--- src/rtl/if_stage_pkg.sv ---
// Shared widths, reset level, FSM encodings and the fetch payload for if_stage.
package if_stage_pkg;

  localparam int unsigned INST_ADDR_W = 32;
  localparam int unsigned INST_W      = 32;

  localparam logic RST_ENABLE = 1'b1;

  localparam logic [INST_W-1:0] ZERO_WORD = '0;

  localparam logic [1:0] IF_S_IDLE = 2'd0;
  localparam logic [1:0] IF_S_REQ  = 2'd1;
  localparam logic [1:0] IF_S_WAIT = 2'd2;

  // One fetched instruction tagged with the address it came from.
  typedef struct packed {
    logic [INST_ADDR_W-1:0] pc;
    logic [INST_W-1:0]      inst;
  } fetch_entry_t;

endpackage

--- src/rtl/if_stage_skid_buf.sv ---
// if_skid_buf: one-entry holding buffer for a fetched {pc, inst}.
// Ports: clk, rst (sync, active-high), i_push/i_pop/i_clear controls,
//        i_data entry to store, o_valid/o_data current contents.
module if_skid_buf
  import if_stage_pkg::*;
(
  input  logic         clk,
  input  logic         rst,
  input  logic         i_push,
  input  logic         i_pop,
  input  logic         i_clear,
  input  fetch_entry_t i_data,
  output logic         o_valid,
  output fetch_entry_t o_data
);

  logic         r_valid;
  fetch_entry_t r_data;

  // Clear wins over push; push and pop never coincide because a push only
  // happens while decode is stalled and a pop only while it is not.
  always_ff @(posedge clk) begin
    if (rst == RST_ENABLE) begin
      r_valid <= 1'b0;
      r_data  <= '0;
    end else if (i_clear) begin
      r_valid <= 1'b0;
    end else if (i_push) begin
      r_valid <= 1'b1;
      r_data  <= i_data;
    end else if (i_pop) begin
      r_valid <= 1'b0;
    end
  end

  assign o_valid = r_valid;
  assign o_data  = r_data;

endmodule

--- src/rtl/if_stage.sv ---
// if_stage: instruction fetch. Owns the pc, issues one instruction-memory
// request at a time and presents fetched words to decode.
// Ports: clk, rst (sync, active-high); stall_i/flush_i/new_pc_i from control;
//        rom_req_o/rom_addr_o/rom_gnt_i/rom_rvalid_i/rom_rdata_i to memory;
//        id_pc_o/id_inst_o/id_valid_o registered towards decode.
module if_stage
  import if_stage_pkg::*;
#(
  parameter logic [INST_ADDR_W-1:0] RESET_PC = 32'h0000_0000,
  parameter logic [INST_ADDR_W-1:0] PC_STEP  = 32'd4
)(
  input  logic                   clk,
  input  logic                   rst,
  input  logic                   stall_i,
  input  logic                   flush_i,
  input  logic [INST_ADDR_W-1:0] new_pc_i,
  output logic                   rom_req_o,
  output logic [INST_ADDR_W-1:0] rom_addr_o,
  input  logic                   rom_gnt_i,
  input  logic                   rom_rvalid_i,
  input  logic [INST_W-1:0]      rom_rdata_i,
  output logic [INST_ADDR_W-1:0] id_pc_o,
  output logic [INST_W-1:0]      id_inst_o,
  output logic                   id_valid_o
);

  logic [1:0]             r_state,    w_state;
  logic [INST_ADDR_W-1:0] r_pc,       w_pc;
  logic [INST_ADDR_W-1:0] r_fetch_pc, w_fetch_pc;
  logic                   r_drop,     w_drop;
  logic [INST_ADDR_W-1:0] r_id_pc,    w_id_pc;
  logic [INST_W-1:0]      r_id_inst,  w_id_inst;
  logic                   r_id_valid, w_id_valid;

  logic         w_req;
  logic         w_fire;
  logic         w_resp;
  logic         w_deliver;
  logic         w_push;
  logic         w_pop;
  logic         w_clear;
  logic         w_skid_valid;
  fetch_entry_t w_skid_data;
  fetch_entry_t w_rsp_entry;

  // A new request is held off while the skid holds a word, so a response
  // can never arrive with nowhere to go.
  assign w_req       = (r_state == IF_S_REQ) && !w_skid_valid;
  assign w_fire      = w_req && rom_gnt_i;
  assign w_resp      = (r_state == IF_S_WAIT) && rom_rvalid_i;
  assign w_deliver   = w_resp && !r_drop && !flush_i;
  assign w_rsp_entry = '{pc: r_fetch_pc, inst: rom_rdata_i};

  if_skid_buf u_skid (
    .clk     (clk),
    .rst     (rst),
    .i_push  (w_push),
    .i_pop   (w_pop),
    .i_clear (w_clear),
    .i_data  (w_rsp_entry),
    .o_valid (w_skid_valid),
    .o_data  (w_skid_data)
  );

  // Next-state, pc and decode-output selection.
  always_comb begin
    w_state    = r_state;
    w_pc       = r_pc;
    w_fetch_pc = r_fetch_pc;
    w_drop     = r_drop;
    w_id_pc    = r_id_pc;
    w_id_inst  = r_id_inst;
    w_id_valid = r_id_valid;
    w_push     = 1'b0;
    w_pop      = 1'b0;
    w_clear    = 1'b0;

    case (r_state)
      IF_S_IDLE: w_state = IF_S_REQ;
      IF_S_REQ: begin
        if (w_fire) begin
          w_pc       = r_pc + PC_STEP;
          w_fetch_pc = r_pc;
          // A grant taken in the flush cycle still belongs to the old stream.
          w_drop     = flush_i;
          w_state    = IF_S_WAIT;
        end
      end
      IF_S_WAIT: begin
        if (w_resp) begin
          w_drop  = 1'b0;
          w_state = IF_S_REQ;
        end else if (flush_i) begin
          w_drop  = 1'b1;
        end
      end
      default: w_state = IF_S_IDLE;
    endcase

    if (flush_i) begin
      w_pc       = new_pc_i;
      w_clear    = 1'b1;
      w_id_pc    = '0;
      w_id_inst  = ZERO_WORD;
      w_id_valid = 1'b0;
    end else if (stall_i) begin
      w_push = w_deliver;
    end else if (w_skid_valid) begin
      w_pop      = 1'b1;
      w_id_pc    = w_skid_data.pc;
      w_id_inst  = w_skid_data.inst;
      w_id_valid = 1'b1;
    end else if (w_deliver) begin
      w_id_pc    = r_fetch_pc;
      w_id_inst  = rom_rdata_i;
      w_id_valid = 1'b1;
    end else begin
      w_id_pc    = '0;
      w_id_inst  = ZERO_WORD;
      w_id_valid = 1'b0;
    end
  end

  // State register.
  always_ff @(posedge clk) begin
    if (rst == RST_ENABLE) begin
      r_state    <= IF_S_IDLE;
      r_pc       <= RESET_PC;
      r_fetch_pc <= '0;
      r_drop     <= 1'b0;
      r_id_pc    <= '0;
      r_id_inst  <= ZERO_WORD;
      r_id_valid <= 1'b0;
    end else begin
      r_state    <= w_state;
      r_pc       <= w_pc;
      r_fetch_pc <= w_fetch_pc;
      r_drop     <= w_drop;
      r_id_pc    <= w_id_pc;
      r_id_inst  <= w_id_inst;
      r_id_valid <= w_id_valid;
    end
  end

  assign rom_req_o  = w_req;
  assign rom_addr_o = r_pc;
  assign id_pc_o    = r_id_pc;
  assign id_inst_o  = r_id_inst;
  assign id_valid_o = r_id_valid;

endmodule

--- config.mk ---
export PLATFORM = sky130hd
export DESIGN_NAME = if_stage
export DESIGN_NICKNAME = d
export VERILOG_FILES = /design/src/rtl/if_stage_pkg.sv /design/src/rtl/if_stage_skid_buf.sv /design/src/rtl/if_stage.sv
export SDC_FILE = /design/constraint.sdc
export NUM_CORES = 1
export LEC_CHECK = 0
export ABC_AREA = 1
export CORE_AREA = 2 2 146 112
export CTS_BUF_LIST = sky130_fd_sc_hd__clkbuf_8
export DETAILED_ROUTE_END_ITERATION = 16
export DIE_AREA = 0 0 148 114
export PLACE_DENSITY = 0.82
export SETUP_SLACK_MARGIN = 0.3
export SYNTH_ARGS = -nofsm -noshare
export SYNTH_HDL_FRONTEND = slang
export SYNTH_SLANG_ARGS = --single-unit
--- constraint.sdc ---
create_clock -name clk -period 2.95 [get_ports clk]
set_input_delay 0.59 -clock clk [delete_from_list [all_inputs] [get_ports clk]]
set_output_delay 0.59 -clock clk [all_outputs]
set_load 0.05 [all_outputs]
==> results.json <==
{
  "internal-power_w": 0.003772,
  "setup_viol": 0,
  "yosysUniqueCellTypes": 25,
  "drv_cap": 0,
  "clock-sinks": 197,
  "worst-setup-path-type": "reg2out",
  "cp-startpoint": "r_state[0]",
  "cts_tree": "done",
  "r2r_cells": 7,
  "grt_pass1_wl_um": 37860,
  "yosys_register_bits": 197,
  "ys_seq_area_share_pct": 47.01,
  "p_switching_w": 0.001478,
  "cp-end-kind": "primary output",
  "worstReg2RegStart": "u_skid.o_valid",
  "leakage_nw": 3.601,
  "antennaDiodeCount": 0,
  "numCtsBuffers": 17,
  "ys_warn_count": 0,
  "fin_skew_ps": 11.52,
  "synthCells": 1162,
  "dieArea_um2": 16870,
  "grt_overflow": 0,
  "synth_fa_ha_area_share_pct": 0.1491,
  "comb_power_share_pct": 14.6,
  "htreeDepth": 4,
  "drtIter0Drc": 847,
  "wl_per_cell_um": 15.58,
  "antenna_found_initial": 0,
  "synth_top_cell_by_area": "dfxtp_1",
  "synth_top_family_by_area": "compound AO/OA/AOI/OAI gates",
  "ant_nets": 0,
  "crit_required_ps": 2360,
  "async_flop_share_pct": 0,
  "wirelength_um": 23280,
  "clk_pin_slew_worst_paths_ps": 100,
  "synth-xor-area-share_pct": 1.044,
  "hold_buffers": 0,
  "core_um2": 15620,
  "slew_viol_final": 0,
  "yosysMostFrequentCell": "a21oi_1",
  "place_congestion": 0.9613,
  "synth-compound-area-share_pct": 22.83,
  "grt_max_degree": 129,
  "avgSynthCellArea_um2": 7.220,
  "crit_path_max_fanout": 3,
  "start_util_pct": 53.73,
  "r2r_slack_ps": 700,
  "worst_path_max_delay_cell": "clkdlybuf4s50_1",
  "synthSimpleGateAreaFrac_pct": 21.64,
  "status": "complete, no violations",
  "synth_edf_count": 0,
  "power_per_cell_area_nw_per_um2": 500.6,
  "seq_power_share_pct": 54.1,
  "max_freq_mhz": 391.1,
  "reg2reg_to": "r_fetch_pc[20]",
  "cts_root_buffer": "clkbuf_8",
  "total_power_w": 0.005250,
  "cp-start-kind": "flip-flop",
  "hold_violations": 0,
  "rsz0062_at_grt": "false",
  "cts_setup_buffers": 0,
  "cp-endpoint": "rom_req_o",
  "synth.area.mux_share_pct": 0,
  "area_growth_pct": 25.03,
  "syn_area_um2": 8389,
  "synth_commonest_cells": "a21oi_1 (245), dfxtp_1 (197), nand2_1 (181)",
  "arrival_ps": 1970,
  "hold_class": "in2reg",
  "fin_crit_sh_pct": 86.67,
  "ir_drop_v": 0.0003285,
  "firstDrtPassIters": 6,
  "die_w_um": 148,
  "clk_latency_ps": 450,
  "cts_resized": 0,
  "p_sw_share_pct": 28.16,
  "io_buffer_count": 167,
  "postLayoutCoreUtil_pct": 67.17,
  "rows": 40,
  "synthTopCellsByArea": "dfxtp_1 (47%), a21oi_1 (15%), nand3_1 (9.5%)",
  "dpl.hpwl_um": 14660,
  "track_usage_pct": 27.47,
  "synth_ff_type": "dfxtp_1",
  "relSlewSlack_pct": 32.12,
  "route.detailed.drc": 0,
  "nNetsFinal": 1343,
  "grt_pass1_vias": 7517,
  "viasPerCell": 5.618,
  "max_stage_delay_ps": 860,
  "clockBufferDepth": 2,
  "via_count": 8394,
  "drive_gt1_share_pct": 5.140,
  "setup_tns_ps": 0,
  "worst_slew_pin_slew_ps": 1018,
  "crit_path_cell_trace": "inv_1, nor3_1, clkdlybuf4s50_1",
  "period_needed_ps": 2557,
  "clkPwrFrac_pct": 31.4,
  "syn_nets": 1233,
  "synth_top_area_share_pct": 47.01,
  "ios": 168,
  "die_y_um": 114
}
-- worst max-delay path: cells and delay by family, from the launching register on --
kind	cells	cell delay, ps
buf+inv	2	940
flops	1	360
simple gates	1	220
-- final cells by class --
class | count | area, um^2
fillers | 1383 | 5126
flip-flops and latches | 197 | 3945
multi-input cells | 812 | 3849
repair buffers | 182 | 1829
clock buffers | 21 | 289.0
well taps | 210 | 262.8
inverters | 62 | 232.7
clock inverters | 10 | 81.33
-- how the worst min path moves through the flow --
| stage | from | to | cells after the start |
|---|---|---|---|
| after floorplan | u_skid.o_data[34] | u_skid.o_data[34] | 2 |
| after global placement | u_skid.o_data[0] | u_skid.o_data[0] | 2 |
| after detailed placement | u_skid.o_data[13] | u_skid.o_data[13] | 2 |
| after CTS | rst | rom_addr_o[11] | 2 |
| after global routing | rst | rom_addr_o[11] | 2 |
| final | rst | rom_addr_o[11] | 2 |
-- layout by cell type, fill, tap and decap left out, drive strengths merged --
cell	instances
a22oi	1
clkinv	5
dfxtp	197
bufinv	1
a211oi	2
o21a	2
inv	63
nand4	2
and2	3
nand3	159
o21ai	129
clkinvlp	3
nand2	182
ha	1
xor2	10
nor4	1
buf	17
clkbuf	21
nor3	1
clkdlybuf4s50	165
nor2	73
a31oi	1
a21oi	245
-- through the flow --
step / hold WS, ps / cell area (um^2) / setup slack [ps] / std cells
after detailed placement: 452.3 / 10120 / 516.1 / 1463
after global routing: 377.7 / 10490 / 308.0 / 1494
final: 399.5 / 10490 / 393.4 / 1494
after global placement: 448.1 / 10120 / 601.1 / 1463
after floorplan: 440.1 / 8389 / 753.0 / 1162
after CTS: 366.1 / 10490 / 352.9 / 1494
-- power by group through the flow --
stage | Combinational [W] | Clock [W] | Sequential, W
floorplan | 0.000283 | 0 | 0.00306
global placement | 0.000748 | 0 | 0.00290
detailed placement | 0.000758 | 0 | 0.00290
CTS | 0.000762 | 0.00167 | 0.00284
global route | 0.000825 | 0.00180 | 0.00285
finish | 0.000765 | 0.00165 | 0.00284
-- metal layers --
| layer | up-vias | wire [um] | GRT usage [%] |
|---|---|---|---|
| met4 | 0 | 339 | 7.302 |
| met3 | 31 | 1982 | 5.680 |
| li1 | 4144 | - | - |
| met5 | - | 0 | 0 |
| met2 | 371 | 10580 | 42.35 |
| met1 | 3848 | 10380 | 39.42 |
-- registers in the layout (all words and copies together) (netlist names) --
register,cells
u_skid.o_valid,1
id_pc_o,32
id_inst_o,32
id_valid_o,1
rom_addr_o,32
r_fetch_pc,32
u_skid.o_data,64
r_drop,1
r_state,2
-- cells by family after synthesis --
kind of cell	after synthesis
AND/OR/NAND/NOR	421
AO/OA/AOI/OAI	380
flip-flops	197
buffers and inverters	153
XOR/XNOR	10
adder cells (fa/ha/maj)	1
No activity file was read; power rests on OpenSTA's default activity.
